### src/rtl/vec_reg_bank_if.sv
// ----------------------------------------------------------------------------
// vec_reg_bank_if
//   Bundle between decode/writeback (master) and the vector register bank
//   (slave).
//
//   master drives : we3, wa3, wd3, wev, bcast, ra1, ra2
//   slave drives  : rd1, rd2, ready
//
//   Vector data is packed with lane i at bits [i*LANE_W +: LANE_W].
// ----------------------------------------------------------------------------
interface vec_reg_bank_if #(
    parameter int NREG   = 16,
    parameter int LANES  = 4,
    parameter int LANE_W = 32
);
    localparam int AW = $clog2(NREG);

    logic                    we3;
    logic [AW-1:0]           wa3;
    logic [LANES*LANE_W-1:0] wd3;
    logic [LANES-1:0]        wev;
    logic                    bcast;
    logic [AW-1:0]           ra1;
    logic [AW-1:0]           ra2;
    logic [LANES*LANE_W-1:0] rd1;
    logic [LANES*LANE_W-1:0] rd2;
    logic                    ready;

    modport master (
        output we3, wa3, wd3, wev, bcast, ra1, ra2,
        input  rd1, rd2, ready
    );

    modport slave (
        input  we3, wa3, wd3, wev, bcast, ra1, ra2,
        output rd1, rd2, ready
    );
endinterface

### src/rtl/vec_reg_bank.sv
// ----------------------------------------------------------------------------
// vec_reg_bank
//   NREG x LANES x LANE_W vector register file: two combinational read ports,
//   one write port with per-lane mask, lane-0 broadcast and same-cycle
//   write-to-read bypass. Storage has no reset; a clear engine zeroes one
//   register per cycle after reset and raises ready when finished.
//
//   Ports:
//     clk  : clock, rising edge
//     rst  : synchronous reset, active high (restarts the clear)
//     bus  : vec_reg_bank_if.slave (write port, read addresses, rd1/rd2, ready)
//
// vrb_lane
//   One lane column of the bank: NREG x LANE_W storage, its write/clear port
//   and the lane's slice of both read ports, including bypass.
// ----------------------------------------------------------------------------
module vrb_lane #(
    parameter int NREG   = 16,
    parameter int LANE_W = 32,
    parameter int AW     = $clog2(NREG)
) (
    input  logic              clk,
    input  logic              i_clr_en,   // zero register i_clr_addr this edge
    input  logic [AW-1:0]     i_clr_addr,
    input  logic              i_ready,    // bank in RUN: reads/bypass live
    input  logic              i_wr_gate,  // writes may commit this edge
    input  logic              i_we3,
    input  logic              i_wev,      // this lane's mask bit
    input  logic [AW-1:0]     i_wa,
    input  logic [LANE_W-1:0] i_wd,       // lane data after broadcast select
    input  logic [AW-1:0]     i_ra1,
    input  logic [AW-1:0]     i_ra2,
    output logic [LANE_W-1:0] o_rd1,
    output logic [LANE_W-1:0] o_rd2
);
    logic [LANE_W-1:0] r_mem [NREG];
    logic              w_hit;

    assign w_hit = i_we3 & i_wev;

    // No reset on storage so it can map to RAM; the clear engine owns init.
    always_ff @(posedge clk) begin
        if (i_clr_en)
            r_mem[i_clr_addr] <= '0;
        else if (i_wr_gate && w_hit)
            r_mem[i_wa] <= i_wd;
    end

    // Uninitialised storage is masked to zero until the clear completes.
    always_comb begin
        o_rd1 = '0;
        o_rd2 = '0;
        if (i_ready) begin
            o_rd1 = (w_hit && (i_ra1 == i_wa)) ? i_wd : r_mem[i_ra1];
            o_rd2 = (w_hit && (i_ra2 == i_wa)) ? i_wd : r_mem[i_ra2];
        end
    end
endmodule

module vec_reg_bank #(
    parameter int NREG   = 16,
    parameter int LANES  = 4,
    parameter int LANE_W = 32
) (
    input  logic          clk,
    input  logic          rst,
    vec_reg_bank_if.slave bus
);
    localparam int AW = $clog2(NREG);

    typedef enum logic {S_CLEAR = 1'b0, S_RUN = 1'b1} state_t;

    state_t        r_state, w_state_nxt;
    logic [AW-1:0] r_clr_ptr, w_clr_ptr_nxt;
    logic          w_ready, w_clr_en, w_wr_gate;

    logic [LANES-1:0][LANE_W-1:0] w_wd, w_wd_lane, w_rd1, w_rd2;

    // ---------------- FSM: state register ----------------
    always_ff @(posedge clk) begin
        if (rst) begin
            r_state   <= S_CLEAR;
            r_clr_ptr <= '0;
        end else begin
            r_state   <= w_state_nxt;
            r_clr_ptr <= w_clr_ptr_nxt;
        end
    end

    // ---------------- FSM: next state ----------------
    always_comb begin
        w_state_nxt   = r_state;
        w_clr_ptr_nxt = r_clr_ptr;
        case (r_state)
            S_CLEAR: begin
                if (r_clr_ptr == AW'(NREG - 1))
                    w_state_nxt = S_RUN;
                else
                    w_clr_ptr_nxt = r_clr_ptr + 1'b1;
            end
            S_RUN:   w_state_nxt = S_RUN;
            default: w_state_nxt = S_CLEAR;
        endcase
    end

    // ---------------- FSM: outputs ----------------
    // rst is qualified in so an edge that samples reset neither clears nor
    // writes; the clear then restarts cleanly from register 0.
    always_comb begin
        w_ready   = (r_state == S_RUN);
        w_clr_en  = (r_state == S_CLEAR) && !rst;
        w_wr_gate = (r_state == S_RUN)   && !rst;
    end

    // ---------------- datapath ----------------
    assign w_wd = bus.wd3;

    // Broadcast replicates lane 0; the mask still selects which lanes land.
    always_comb begin
        for (int i = 0; i < LANES; i++)
            w_wd_lane[i] = bus.bcast ? w_wd[0] : w_wd[i];
    end

    vrb_lane #(
        .NREG   (NREG),
        .LANE_W (LANE_W),
        .AW     (AW)
    ) u_lane [LANES-1:0] (
        .clk        (clk),
        .i_clr_en   (w_clr_en),
        .i_clr_addr (r_clr_ptr),
        .i_ready    (w_ready),
        .i_wr_gate  (w_wr_gate),
        .i_we3      (bus.we3),
        .i_wev      (bus.wev),
        .i_wa       (bus.wa3),
        .i_wd       (w_wd_lane),
        .i_ra1      (bus.ra1),
        .i_ra2      (bus.ra2),
        .o_rd1      (w_rd1),
        .o_rd2      (w_rd2)
    );

    assign bus.rd1   = w_rd1;
    assign bus.rd2   = w_rd2;
    assign bus.ready = w_ready;
endmodule

### src/flat_wrapper.sv
// flat-port wrapper written by rule: the top's interface ports become plain ports
module vec_reg_bank_flat 
#(
    parameter int NREG   = 16,
    parameter int LANES  = 4,
    parameter int LANE_W = 32
)
  (clk, rst, bus_we3, bus_wa3, bus_wd3, bus_wev, bus_bcast, bus_ra1, bus_ra2, bus_rd1, bus_rd2, bus_ready);
  vec_reg_bank_if #(.NREG(NREG), .LANES(LANES), .LANE_W(LANE_W)) bus_i ();
  input  logic clk;
  input  logic rst;
  input wire logic [$bits(bus_i.we3)-1:0] bus_we3;
  input wire logic [$bits(bus_i.wa3)-1:0] bus_wa3;
  input wire logic [$bits(bus_i.wd3)-1:0] bus_wd3;
  input wire logic [$bits(bus_i.wev)-1:0] bus_wev;
  input wire logic [$bits(bus_i.bcast)-1:0] bus_bcast;
  input wire logic [$bits(bus_i.ra1)-1:0] bus_ra1;
  input wire logic [$bits(bus_i.ra2)-1:0] bus_ra2;
  output wire logic [$bits(bus_i.rd1)-1:0] bus_rd1;
  output wire logic [$bits(bus_i.rd2)-1:0] bus_rd2;
  output wire logic [$bits(bus_i.ready)-1:0] bus_ready;
  assign bus_i.we3 = bus_we3;
  assign bus_i.wa3 = bus_wa3;
  assign bus_i.wd3 = bus_wd3;
  assign bus_i.wev = bus_wev;
  assign bus_i.bcast = bus_bcast;
  assign bus_i.ra1 = bus_ra1;
  assign bus_i.ra2 = bus_ra2;
  assign bus_rd1 = bus_i.rd1;
  assign bus_rd2 = bus_i.rd2;
  assign bus_ready = bus_i.ready;
  vec_reg_bank #(.NREG(NREG), .LANES(LANES), .LANE_W(LANE_W)) u_core (.clk(clk), .rst(rst), .bus(bus_i));
endmodule
### config.mk
export PLATFORM = sky130hd
export DESIGN_NAME = vec_reg_bank_flat
export DESIGN_NICKNAME = d
export VERILOG_FILES = /design/src/rtl/vec_reg_bank_if.sv /design/src/rtl/vec_reg_bank.sv /design/src/flat_wrapper.sv
export SDC_FILE = /design/constraint.sdc
export NUM_CORES = 2
export LEC_CHECK = 0
export BUFFER_PORTS_ARGS = -buffer_cell sky130_fd_sc_hd__buf_2
export CAP_MARGIN = 40
export CORE_MARGIN = 2
export CORE_UTILIZATION = 55
export CTS_CLUSTER_DIAMETER = 100
export DETAILED_ROUTE_END_ITERATION = 12
export PLACE_DENSITY = 0.72
export RECOVER_POWER = 25
export SLEW_MARGIN = 20
export SYNTH_ARGS = -nofsm -noshare
export SYNTH_HDL_FRONTEND = slang
export SYNTH_SLANG_ARGS = --single-unit
export TNS_END_PERCENT = 30
### constraint.sdc
create_clock -name clk -period 4.8 [get_ports clk]
set_input_delay 0.72 -clock clk [delete_from_list [all_inputs] [get_ports clk]]
set_output_delay 0.72 -clock clk [all_outputs]
set_load 0.02 [all_outputs]
==> results.yml <==
finish:
  drive_gt1_share_pct: 38.1
  area_delta_synth_final_pct: 14.2
  fin_nets: 5728
  postLayoutCoreUtil_pct: 63.2
  fin_cells: 8106
  nFillCells: 12000
die:
  die_area_mm2: 0.181
  die_x_um: 425
  die_h_um: 425
  initial_core_util_pct: 55.4
  rows: 154
  ios: 405
  coreArea_mm2: 0.176
critical_path:
  crit_family: "buffers and inverters"
  ff2ff_path_depth: 4
  max_stage_delay_ns: 0.73
  r2r_end: "u_core.u_lane[0].r_mem[2][6]"
  cp_common_cell: "buf_4"
  start_kind: "flop"
  arrival_ns: 3.88
  crit_chain: "inv_4 -> buf_4 -> a21o_1 -> o32ai_1 -> buf_4 -> buf_2"
  crit_path_max_fanout: 27
  crit_required_ns: 4.08
  crit_slowest_cell: "dfxtp_1"
  reg2reg_slack_ns: 0.52
  critPathCaptureType: "output pin"
  worst-path-buf-inv: 4
  worst-setup-path-type: "flop to output pin"
  timing.rr.start: "u_core.bus.ready"
routing:
  via_per_inst: 7.70
  wl_mm: 336
  dr.pass1.iters: 8
  wl_per_cell_um: 41.4
  antenna_left: 0
  num_vias: 62400
  drtIter0Drc: 11100
  drcViolationCount: 0
min_path:
  min_to: "u_core.r_clr_ptr[3]"
  hold_start: "rst"
  min_path_type: "primary input to flop"
  holdPathStages: 2
global_route:
  grt_overflow: 0
  grt_start_max_net_pins: 99
  grt_pass1_wl_mm: 463
  grt_pass1_vias: 60800
  track_usage_pct: 37.0
  grt_antenna_before_repair: 33
pwr:
  p_clk_share_pct: 41.6
  p_seq_share_pct: 50.8
  power_density_mw_per_mm2: 348
  power.internal_w: 0.0299
  total_power_w: 0.0388
  ir_drop_mv: 0.388
  p_leak_nw: 39.9
  combinationalPowerShare_pct: 7.5
  switchingPower_w: 0.00889
  sw_frac_of_total_pct: 22.9
logic_synthesis:
  synth_enable_flop_cells: 2048
  yosys_most_used_dff: "edfxtp_1"
  postSynthCellCount: 5035
  synth-seq-cells: 2053
  synth.net_count: 5184
  yosysUniqueCellTypes: 51
  syn_area_mm2: 0.0975
  yosys_warnings: 0
  synth.avg_cell_area_um2: 19.4
  synth-async-reset-ratio_pct: 0
  ys_seq_area_share_pct: 63.2
sta:
  period_share_pct: 95.9
  skew_ns: 0.0259
  finalHoldViolCount: 0
  tightest_slew_ns: 2.50
  period_minus_slack_ns: 4.60
  relSlewSlack_pct: -67.0
  finalSetupTns_ns: 0
  clock.fmax_mhz: 217
  holdWs_ns: 0.241
  rsz0062_at_grt: "no"
  drv_slew: 33
  setup_viol: 0
cts:
  htreeDepth: 4
  cts-root-buf: "clkbuf_16"
  worstSkewPairLatency_ns: 0.85
  numCtsBuffers: 205
  holdBufCountCts: 0
  clock_path_buffers: 3
  clock-sinks: 2053
  post-cts-setup-buffers: 0
  post_cts_resized: 0
  cts_tree: "built"
  path_clk_slew_ns: 0.06
place:
  numPortBuffers: 404
  place.gp.congestion: 0.940
  place_hpwl_mm: 207
  dp_cells: 7628
run_status:
  violations: "capacitance limit, slew limit"
  status: "finished, violations left"
flow_run:
  max_cap_viol_count: 1
cells by family (layout without fill, tap and decap cells):
group / Yosys count / after routing / share of synthesized area [%]
compound gates: 777 / 777 / 6.09
buf+inv: 453 / 1167 / 2.39
xor+xnor: 10 / 10 / 0.0898
other cells: 0 / 17 / 0
mux: 1204 / 1204 / 25.5
fa+ha+maj: 1 / 1 / 0.0128
flops: 2053 / 2053 / 63.2
simple gates: 537 / 537 / 2.70
layout by cell type, fill, tap and decap left out, types with 67 or more instances in the layout:
cell type / Yosys / layout
edfxtp_1: 2048 / 2048
mux4_2: 1024 / 1024
buf_2: 149 / 403
buf_4: 81 / 262
a22o_1: 231 / 231
a22oi_1: 218 / 218
clkbuf_16: 0 / 207
nor2_1: 254 / 200
mux2i_1: 157 / 157
o22ai_1: 144 / 144
clkbuf_1: 182 / 74
nand2_1: 69 / 67
stage by stage:
step | worst slack [ns] | instance area, µm²
after floorplan | 1.13 | 97500
after global placement | 0.536 | 104000
after detailed placement | 0.465 | 104000
after CTS | 0.466 | 111000
after global routing | 0.275 | 111000
final | 0.196 | 111000
worst register-to-register path, stage by stage (launching register included):
cell and delay [ns]:
dfxtp_1 0.73, nand2b_1 0.27, nor2_1 0.34, clkbuf_1 1.82
and2_0 0.80
worst max path at each step:
stage | start | endpoint | slack (ns) | depth (start not counted)
floorplan | rst | u_core.u_lane[3].r_mem[3][0] | 1.13 | 5
global placement | bus_ra1[1] | bus_rd1[93] | 0.54 | 7
detailed placement | bus_ra1[1] | bus_rd1[93] | 0.46 | 7
CTS | bus_ra1[1] | bus_rd1[93] | 0.47 | 7
global route | u_core.bus.ready | bus_rd2[95] | 0.28 | 6
finish | u_core.bus.ready | bus_rd2[95] | 0.20 | 6
metal layers:
| metal | wire (µm) | global-route usage, % |
|---|---|---|
| met5 | 141 | 0 |
| met4 | 26300 | 24.3 |
| met3 | 51200 | 11.8 |
| met2 | 151000 | 54.4 |
| met1 | 107000 | 47.9 |
synth_stat cells, drive strengths merged, types with 17 or more instances:
cell type / count / area (µm²)
a221oi: 28 / 245
a21oi: 42 / 210
nand2: 69 / 259
a311oi: 60 / 526
nor2: 255 / 960
mux4: 1024 / 23100
clkbuf: 183 / 688
mux2: 23 / 259
nand2b: 50 / 313
o32ai: 17 / 149
o22ai: 144 / 901
nor2b: 17 / 106
a22oi: 218 / 1640
and2: 42 / 263
mux2i: 157 / 1570
edfxtp: 2048 / 61500
buf: 268 / 1640
nor3b: 63 / 473
a22o: 231 / 2020
cell type report:
class / instances / area (µm²) / area share (%)
clock inverters: 133 / 1370 / 1.23
multi-input cells: 2529 / 34200 / 30.7
inverters: 2 / 10.0 / 0.00899
clock buffers: 244 / 5320 / 4.78
repair buffers: 788 / 5880 / 5.28
well taps: 2340 / 2930 / 2.63
flip-flops and latches: 2053 / 61600 / 55.3
diodes: 17 / 42.5 / 0.0382
flip-flops by register name, summed over array words and instances, names as in the netlist:
signal and cells:
u_core.bus.ready 1, u_core.u_lane.r_mem 2048, u_core.r_clr_ptr 4
power groups by stage:
| stage | sequential [W] | combinational, W | clock, W |
|---|---|---|---|
| floorplan | 0.0201 | 0.00168 | 0 |
| global placement | 0.0201 | 0.00280 | 0 |
| detailed placement | 0.0201 | 0.00283 | 0 |
| CTS | 0.0197 | 0.00283 | 0.0162 |
| global route | 0.0197 | 0.00297 | 0.0169 |
| finish | 0.0197 | 0.00292 | 0.0162 |
Power figures use the tool's default switching activity.
